## src/rtl/wmf_pkg.sv

```systemverilog
// Shared helpers for the weighted max/min finder: latency math and the node rule.
package wmf_pkg;

    // Widest entry value the node rule handles; narrower values are zero-extended.
    localparam int unsigned MAX_WEIGHT = 32;

    // Ceiling of a/b, used to count pipeline registers along the tree.
    function automatic int unsigned clog2_ceil_div(input int unsigned a, input int unsigned b);
        return (a + b - 1) / b;
    endfunction

    // Number of candidates alive at tree level lvl (odd counts round up).
    function automatic int unsigned level_count(input int unsigned n, input int unsigned lvl);
        return (n + (32'd1 << lvl) - 1) >> lvl;
    endfunction

    // Returns 1 when candidate b (higher index) must replace candidate a.
    // Ties and the neither-qualified case keep a, so the lowest index wins.
    function automatic logic better(input logic                  a_q,
                                    input logic [MAX_WEIGHT-1:0] a_val,
                                    input logic                  b_q,
                                    input logic [MAX_WEIGHT-1:0] b_val,
                                    input logic                  find_min);
        if (!b_q) return 1'b0;
        if (!a_q) return 1'b1;
        return find_min ? (b_val < a_val) : (b_val > a_val);
    endfunction

endpackage

```

## src/rtl/wmf_sel_node.sv

```systemverilog
// Two-candidate select node; candidate layout is {q, val, idx}, left is lower index.
module wmf_sel_node
    import wmf_pkg::*;
#(
    parameter int unsigned  WEIGHT   = 5,
    parameter int unsigned  IDX_W    = 2,
    parameter bit           FIND_MIN = 1'b0,
    localparam int unsigned CW       = 1 + WEIGHT + IDX_W
) (
    input  logic [CW-1:0] left,
    input  logic [CW-1:0] right,
    output logic [CW-1:0] sel_c
);

    logic take_right_c;

    // Apply the node rule and forward the winner unchanged.
    always_comb begin
        take_right_c = better(left[CW-1],  MAX_WEIGHT'(left[IDX_W +: WEIGHT]),
                              right[CW-1], MAX_WEIGHT'(right[IDX_W +: WEIGHT]),
                              FIND_MIN);
        sel_c = take_right_c ? right : left;
    end

endmodule

```

## src/rtl/weighted_max_finder.sv

```systemverilog
// Pipelined arg-max / arg-min over N_CH*WIDTH entries with threshold qualification.
module weighted_max_finder
    import wmf_pkg::*;
#(
    parameter int unsigned WEIGHT    = 5,
    parameter int unsigned WIDTH     = 2,
    parameter int unsigned N_CH      = 2,
    parameter int unsigned REG_EVERY = 1,
    parameter bit          FIND_MIN  = 1'b0,
    parameter int unsigned IDX_W     = $clog2(N_CH * WIDTH),
    parameter int unsigned LEVELS    = $clog2(N_CH * WIDTH),
    parameter int unsigned LATENCY   = 1 + clog2_ceil_div(LEVELS, REG_EVERY)
) (
    input  logic              clk,
    input  logic              reset,
    input  logic              valid_i,
    input  logic [WEIGHT-1:0] thresh_i,
    input  logic [WEIGHT-1:0] data_i [N_CH*WIDTH-1:0],
    output logic              valid_o,
    output logic              found_o,
    output logic [WEIGHT-1:0] best_o,
    output logic [IDX_W-1:0]  best_idx_o
);

    localparam int unsigned N_IN = N_CH * WIDTH;

    typedef struct packed {
        logic              q;
        logic [WEIGHT-1:0] val;
        logic [IDX_W-1:0]  idx;
    } cand_t;

    if (N_IN < 2) begin : g_chk_nin
        $error("weighted_max_finder: N_CH*WIDTH must be at least 2");
    end
    if (REG_EVERY < 1 || REG_EVERY > LEVELS) begin : g_chk_reg
        $error("weighted_max_finder: REG_EVERY must be within 1..LEVELS");
    end
    if (WEIGHT > MAX_WEIGHT) begin : g_chk_w
        $error("weighted_max_finder: WEIGHT exceeds MAX_WEIGHT");
    end

    logic [WEIGHT-1:0] data_q [N_IN];
    logic [WEIGHT-1:0] thresh_q;
    logic              valid_q;

    // Candidate set per tree level; level 0 is built from the input register.
    cand_t cand [LEVELS+1][N_IN];
    logic  vld  [LEVELS+1];

    // Stage 0: capture the input vector, threshold and valid.
    always_ff @(posedge clk) begin
        if (reset) begin
            valid_q  <= 1'b0;
            thresh_q <= '0;
            for (int i = 0; i < N_IN; i++) data_q[i] <= '0;
        end else begin
            valid_q  <= valid_i;
            thresh_q <= thresh_i;
            for (int i = 0; i < N_IN; i++) data_q[i] <= data_i[i];
        end
    end

    assign vld[0] = valid_q;

    for (genvar i = 0; i < N_IN; i++) begin : g_cand
        assign cand[0][i] = '{
            q:   FIND_MIN ? (data_q[i] <= thresh_q) : (data_q[i] >= thresh_q),
            val: data_q[i],
            idx: IDX_W'(i)
        };
    end

    // Comparator tree; a register follows every REG_EVERY levels, except the
    // last level, whose register is the gated output register below.
    for (genvar l = 1; l <= LEVELS; l++) begin : g_lvl
        localparam int unsigned PREV = level_count(N_IN, l - 1);
        localparam int unsigned CNT  = level_count(N_IN, l);
        localparam bit          REG  = (l < LEVELS) && ((l % REG_EVERY) == 0);

        cand_t node_c [CNT];

        for (genvar n = 0; n < CNT; n++) begin : g_node
            if (2 * n + 1 < PREV) begin : g_pair
                wmf_sel_node #(
                    .WEIGHT   (WEIGHT),
                    .IDX_W    (IDX_W),
                    .FIND_MIN (FIND_MIN)
                ) u_sel (
                    .left  (cand[l-1][2*n]),
                    .right (cand[l-1][2*n+1]),
                    .sel_c (node_c[n])
                );
            end else begin : g_pass
                assign node_c[n] = cand[l-1][2*n];
            end
        end

        if (REG) begin : g_reg
            cand_t pipe_q [CNT];
            logic  v_q;

            // Pipeline register between tree segments.
            always_ff @(posedge clk) begin
                if (reset) begin
                    v_q <= 1'b0;
                    for (int i = 0; i < CNT; i++) pipe_q[i] <= '0;
                end else begin
                    v_q <= vld[l-1];
                    for (int i = 0; i < CNT; i++) pipe_q[i] <= node_c[i];
                end
            end

            for (genvar n = 0; n < CNT; n++) begin : g_out
                assign cand[l][n] = pipe_q[n];
            end
            assign vld[l] = v_q;
        end else begin : g_comb
            for (genvar n = 0; n < CNT; n++) begin : g_out
                assign cand[l][n] = node_c[n];
            end
            assign vld[l] = vld[l-1];
        end

        for (genvar n = CNT; n < N_IN; n++) begin : g_unused
            assign cand[l][n] = '0;
        end
    end

    cand_t root_c;
    assign root_c = cand[LEVELS][0];

    // Output register: result fields are zero unless valid and qualified.
    always_ff @(posedge clk) begin
        if (reset) begin
            valid_o    <= 1'b0;
            found_o    <= 1'b0;
            best_o     <= '0;
            best_idx_o <= '0;
        end else begin
            valid_o <= vld[LEVELS];
            found_o <= vld[LEVELS] & root_c.q;
            if (vld[LEVELS] && root_c.q) begin
                best_o     <= root_c.val;
                best_idx_o <= root_c.idx;
            end else begin
                best_o     <= '0;
                best_idx_o <= '0;
            end
        end
    end

endmodule

```

## config.mk

```make
export PLATFORM = sky130hd
export DESIGN_NAME = weighted_max_finder
export DESIGN_NICKNAME = d
export VERILOG_FILES = /design/src/rtl/wmf_pkg.sv /design/src/rtl/wmf_sel_node.sv /design/src/rtl/weighted_max_finder.sv
export SDC_FILE = /design/constraint.sdc
export NUM_CORES = 1
export LEC_CHECK = 0
export BUFFER_PORTS_ARGS = -buffer_cell sky130_fd_sc_hd__buf_2
export CORE_MARGIN = 1.5
export CORE_UTILIZATION = 55
export DETAILED_ROUTE_END_ITERATION = 10
export PLACE_DENSITY = 0.85
export SYNTH_ARGS = -nofsm -noshare
export SYNTH_HDL_FRONTEND = slang
export SYNTH_SLANG_ARGS = --single-unit
```

## constraint.sdc

```tcl
create_clock -name clk -period 2.85 [get_ports clk]
set_input_delay 0.1425 -clock clk [delete_from_list [all_inputs] [get_ports clk]]
set_output_delay 0.1425 -clock clk [all_outputs]
set_load 0.03 [all_outputs]
```

# After elaboration in Yosys (flattened, before gate mapping)

Memory sizes are Yosys's and may differ from the RTL's.
Cells that the tools add are included.

Bits in registers: 16
RAM bits: 36
Input bits: 28
Output and inout bits: 9
Memories kept: 2

$lt $le $gt $ge: 7
Multiplexer cells: 30
Bitwise logic cells: 8
Reduce and logical (&&, ||, !) cells: 2

Memory list:

| memory                | words | bits a word | read ports | clocked after Yosys merged registers in | write ports | RTL line                   | RTL |
|---|---|---|---|---|---|---|---|
| data_q                | 4     | 5           | 4          | 0                                       | 4           | weighted_max_finder.sv:43  | `logic [WEIGHT-1:0] data_q [N_IN];` |
| g_lvl[1].g_reg.pipe_q | 2     | 8           | 2          | 0                                       | 2           | weighted_max_finder.sv:100 | `cand_t pipe_q [CNT];` |

Operator list:

| cell                              | count |
|---|---|
| 8-bit 2-to-1 mux                  | 5 |
| 1-bit 2-to-1 mux                  | 21 |
| 5-bit greater-or-equal comparator | 4 |
| 5-bit 2-to-1 mux                  | 4 |
| 5-bit greater-than comparator     | 3 |
| 1-bit OR                          | 6 |
| 2-bit OR reduction                | 1 |
| 1-bit bitwise AND                 | 1 |
| 1-bit logical AND                 | 1 |
| 1-bit inverter                    | 1 |

# Longest topological paths before layout

An unclocked memory read counts as a cell.

Depth in word-level cells: 9
Gate-level depth with buffers: 8
Mapped depth without buffers: 7

# Cells and area by module

From an unflattened synthesis, not the netlist that was laid out.

Cell total of the unflattened synthesis: 244
Area total of the unflattened synthesis: 2523.7 um^2

By module, submodules not included:

| module              | instances | cells an instance | area an instance (um^2) | seq. area each (um^2) |
|---|---|---|---|---|
| weighted_max_finder | 1         | 163               | 1825.5                  | 1041.0 |
| wmf_sel_node        | 3         | 27                | 232.7                   | 0.0 |

# Least setup slack after synthesis

Ideal clock, no wire load.

Path kind: register to register
Start point: mem data_q[1][0]
End point: mem g_lvl[1].g_reg.pipe_q[0][4] (netlist name)
Arrival: 1.592 ns
Required time: 2.716 ns
Slack: 1.124 ns
Stages on the path, launching flop included: 9
Clock period less this slack: 1.726 ns
Path through: dfxtp_1 -> inv_1 -> ha_1 -> nor3b_2 -> o21ai_2 -> a21o_1 -> buf_6 -> a41oi_2 -> o311ai_2

RTL lines:

| what        | RTL line |
|---|---|
| from (decl) | weighted_max_finder.sv:43 |
| to (decl)   | weighted_max_finder.sv:100 |

==> results_dict.tcl <==
set metrics [dict create \
    gp_congestion 0.872 \
    cts_setup_buffers 0 \
    drv_cap 0 \
    powerDensity_nw_per_um2 541 \
    cts_buffers 5 \
    instances_no_fill 362 \
    drt_iter0_drc 87 \
    clock-sinks 51 \
    crit_path_end_kind "register" \
    die_x_um 72.4 \
    grt_use_met1 0.259 \
    met3_usage 0.0542 \
    drive_gt1_frac 0.188 \
    timing.fmax_mhz 507 \
    hold_start "data_i[19]" \
    synth_top_family_by_area "compound AO/OA/AOI/OAI gates" \
    post-dp-hpwl_um 3920 \
    n_antenna_cell 0 \
    finalCritPeriodShare 0.693 \
    mappedNetlistNets 336 \
    tightest_slew_ns 0.577 \
    final_nets 371 \
    ir_drop_mv 0.308 \
    grt-ovfl-total 0 \
    wl_um 5120 \
    detail_route.vias_per_cell 5.80 \
    ys_types 44 \
    fillers 405 \
    grt_max_degree 48 \
    synth_fa_ha_area_frac 0.165 \
    met2_usage 0.355 \
    layout_min_cycle_time_ns 1.97 \
    critPathLaunchType "register" \
    final_common_cell "dfxtp_1" \
    async_flop_share 0 \
    port_buffers 36 \
    postRouteAntennaNets 0 \
    die_y_um 72.4 \
    synth_mux_area_frac 0 \
    hold_path.class "primary input to register" \
    r2r-start "thresh_q[0]$_SDFF_PP0_" \
    cts-root-buf "clkbuf_8" \
    start_util 0.565 \
    avgSynthCellArea_sq_um 9.70 \
    final_cell_mix "dfxtp_1, buf_2, ha_1" \
    power.switching_uw 448 \
    antenna_found_initial 0 \
    fp.dieArea_sq_um 5240 \
    grt-busiest-layer "met2" \
    ys_seq_area_frac 0.385 \
    drc_errors 0 \
    crit_path_start "thresh_q[0]$_SDFF_PP0_" \
    cts_hold_buf 0 \
    synth-compound-area-share 0.219 \
    hold_violations 0 \
    rsz0062_at_grt "no" \
    syn-cell-area_sq_um 2650 \
    tritoncts "done" \
    vias 2098 \
    ys.flop_type "dfxtp_1" \
    yosys.area_share.simple 0.171 \
    slew_headroom 0.611 \
    synth_xor_area_frac 0 \
    core_area_sq_um 4690 \
    syn2layout_area_growth_pct 11.6 \
    wl_per_cell_um 14.1 \
    clk_pin_slew_worst_paths_ns 0.08 \
    syn_inst 273 \
    rows 25 \
    worstPathRequired_ns 3.03 \
    skew_ns 0.00478 \
    status "complete, no violations" \
    synth-edff-count 0 \
    worstSkewPairLatency_ns 0.30 \
    clk_path_buf_depth 2 \
    path_max_fanout 12 \
    pwr-share-comb 0.208 \
    grt_pass1_wl_um 8600 \
    dp_cells 355 \
    htreeDepth 2 \
    p_int_mw 1.15 \
    yosys_warnings 0 \
    clockPowerShare 0.297 \
    grt_pass1_vias 1991 \
    slew_violations 0 \
    tns_ns 0 \
    whs_ns 0.0410 \
    setup_viol 0 \
    arrival_ns 2.15 \
    io_pins 37 \
    p_leak_nw 1.25 \
    dr.pass1.iters 4 \
    ys_ff_latch 51 \
    seq_power_share 0.495 \
    grt_usage 0.214 \
    cts.repair.resized 0 \
    netSwitchingFraction 0.280 \
    path_class "register to register" \
]
metrics by stage:
step	util	setup slack [ns]	cell area (sq um)	power, mW
floorplan	-	1.12	2650	1.06
global placement	0.608	0.982	2850	1.12
detailed placement	0.608	0.900	2850	1.13
CTS	0.630	0.875	2960	1.60
global route	0.630	0.732	2960	1.69
finish	0.630	0.876	2960	1.60
state kept, by name (all words and copies together) (netlist names):
signal and cells:
valid_o 1, best_idx_o 2, thresh_q 5, found_o 1, data_q 20, g_lvl.g_reg.v_q 1, g_lvl.g_reg.pipe_q 15, valid_q 1
best_o 5
worst paths after layout:
path	end	slack [ns]	depth (start not counted)
worst max register to register	g_lvl[1].g_reg.pipe_q[0][3]$_SDFF_PP0_	0.88	6
worst min register to register	best_idx_o[1]$_SDFF_PP0_	0.42	2
worst max-delay path	g_lvl[1].g_reg.pipe_q[0][3]$_SDFF_PP0_	0.88	6
worst min-delay path	data_q[3][4]$_SDFF_PP0_	0.04	2
area by class of cell:
class                           instances  area (sq um)  share of cell area
Inverter                               26          97.6              0.0330
Timing Repair Buffer                   38           195              0.0660
Clock buffer                            6          72.6              0.0246
Multi-Input combinational cell        186          1470               0.498
Tap cell                               54          67.6              0.0229
Clock inverter                          1          30.0              0.0102
Sequential cell                        51          1020               0.345
logic make-up (layout without fill, tap and decap cells):
logic type	Yosys count	in the layout
buffers and inverters	36	71
flip-flops	51	51
AO/OA/AOI/OAI	70	70
adder cells (fa/ha/maj)	35	35
AND/OR/NAND/NOR	81	81
per-layer routing:
metal,share of wire,vias up
met3,0.052,19
met2,0.46,69
met4,0.035,0
li1,-,1060
met1,0.45,950
met5,0,-
power groups by stage:
| stage | sequential [mW] | combinational, mW | clock [mW] |
|---|---|---|---|
| after CTS | 0.791 | 0.329 | 0.485 |
| after detailed placement | 0.807 | 0.327 | 0 |
| after global placement | 0.806 | 0.313 | 0 |
| final | 0.791 | 0.332 | 0.474 |
| after global routing | 0.797 | 0.374 | 0.522 |
| after floorplan | 0.798 | 0.261 | 0 |
cells in the mapped netlist (all sizes together) (5+ instances only):
master  instances  area share
inv            26       0.037
o311ai         10       0.044
nand3          13       0.025
nand4           8       0.019
ha             35        0.17
nor2           11       0.016
a211oi          5       0.014
o21ai          12       0.024
nor2b          33       0.078
a41oi           5       0.025
a21boi          8       0.023
dfxtp          51        0.39
buf             8       0.019
a32oi           5       0.017
nand2           8       0.011
a21oi           9       0.018
worst max-delay path: stages, from the launching register on:
cell,delay [ns]
dfxtp_1,0.45
ha_1,0.28
nor3b_2,0.21
o21ai_2,0.13
a21o_1,0.34
a41oi_1,0.31
o311ai_2,0.13
Power figures use the tool's default switching activity.
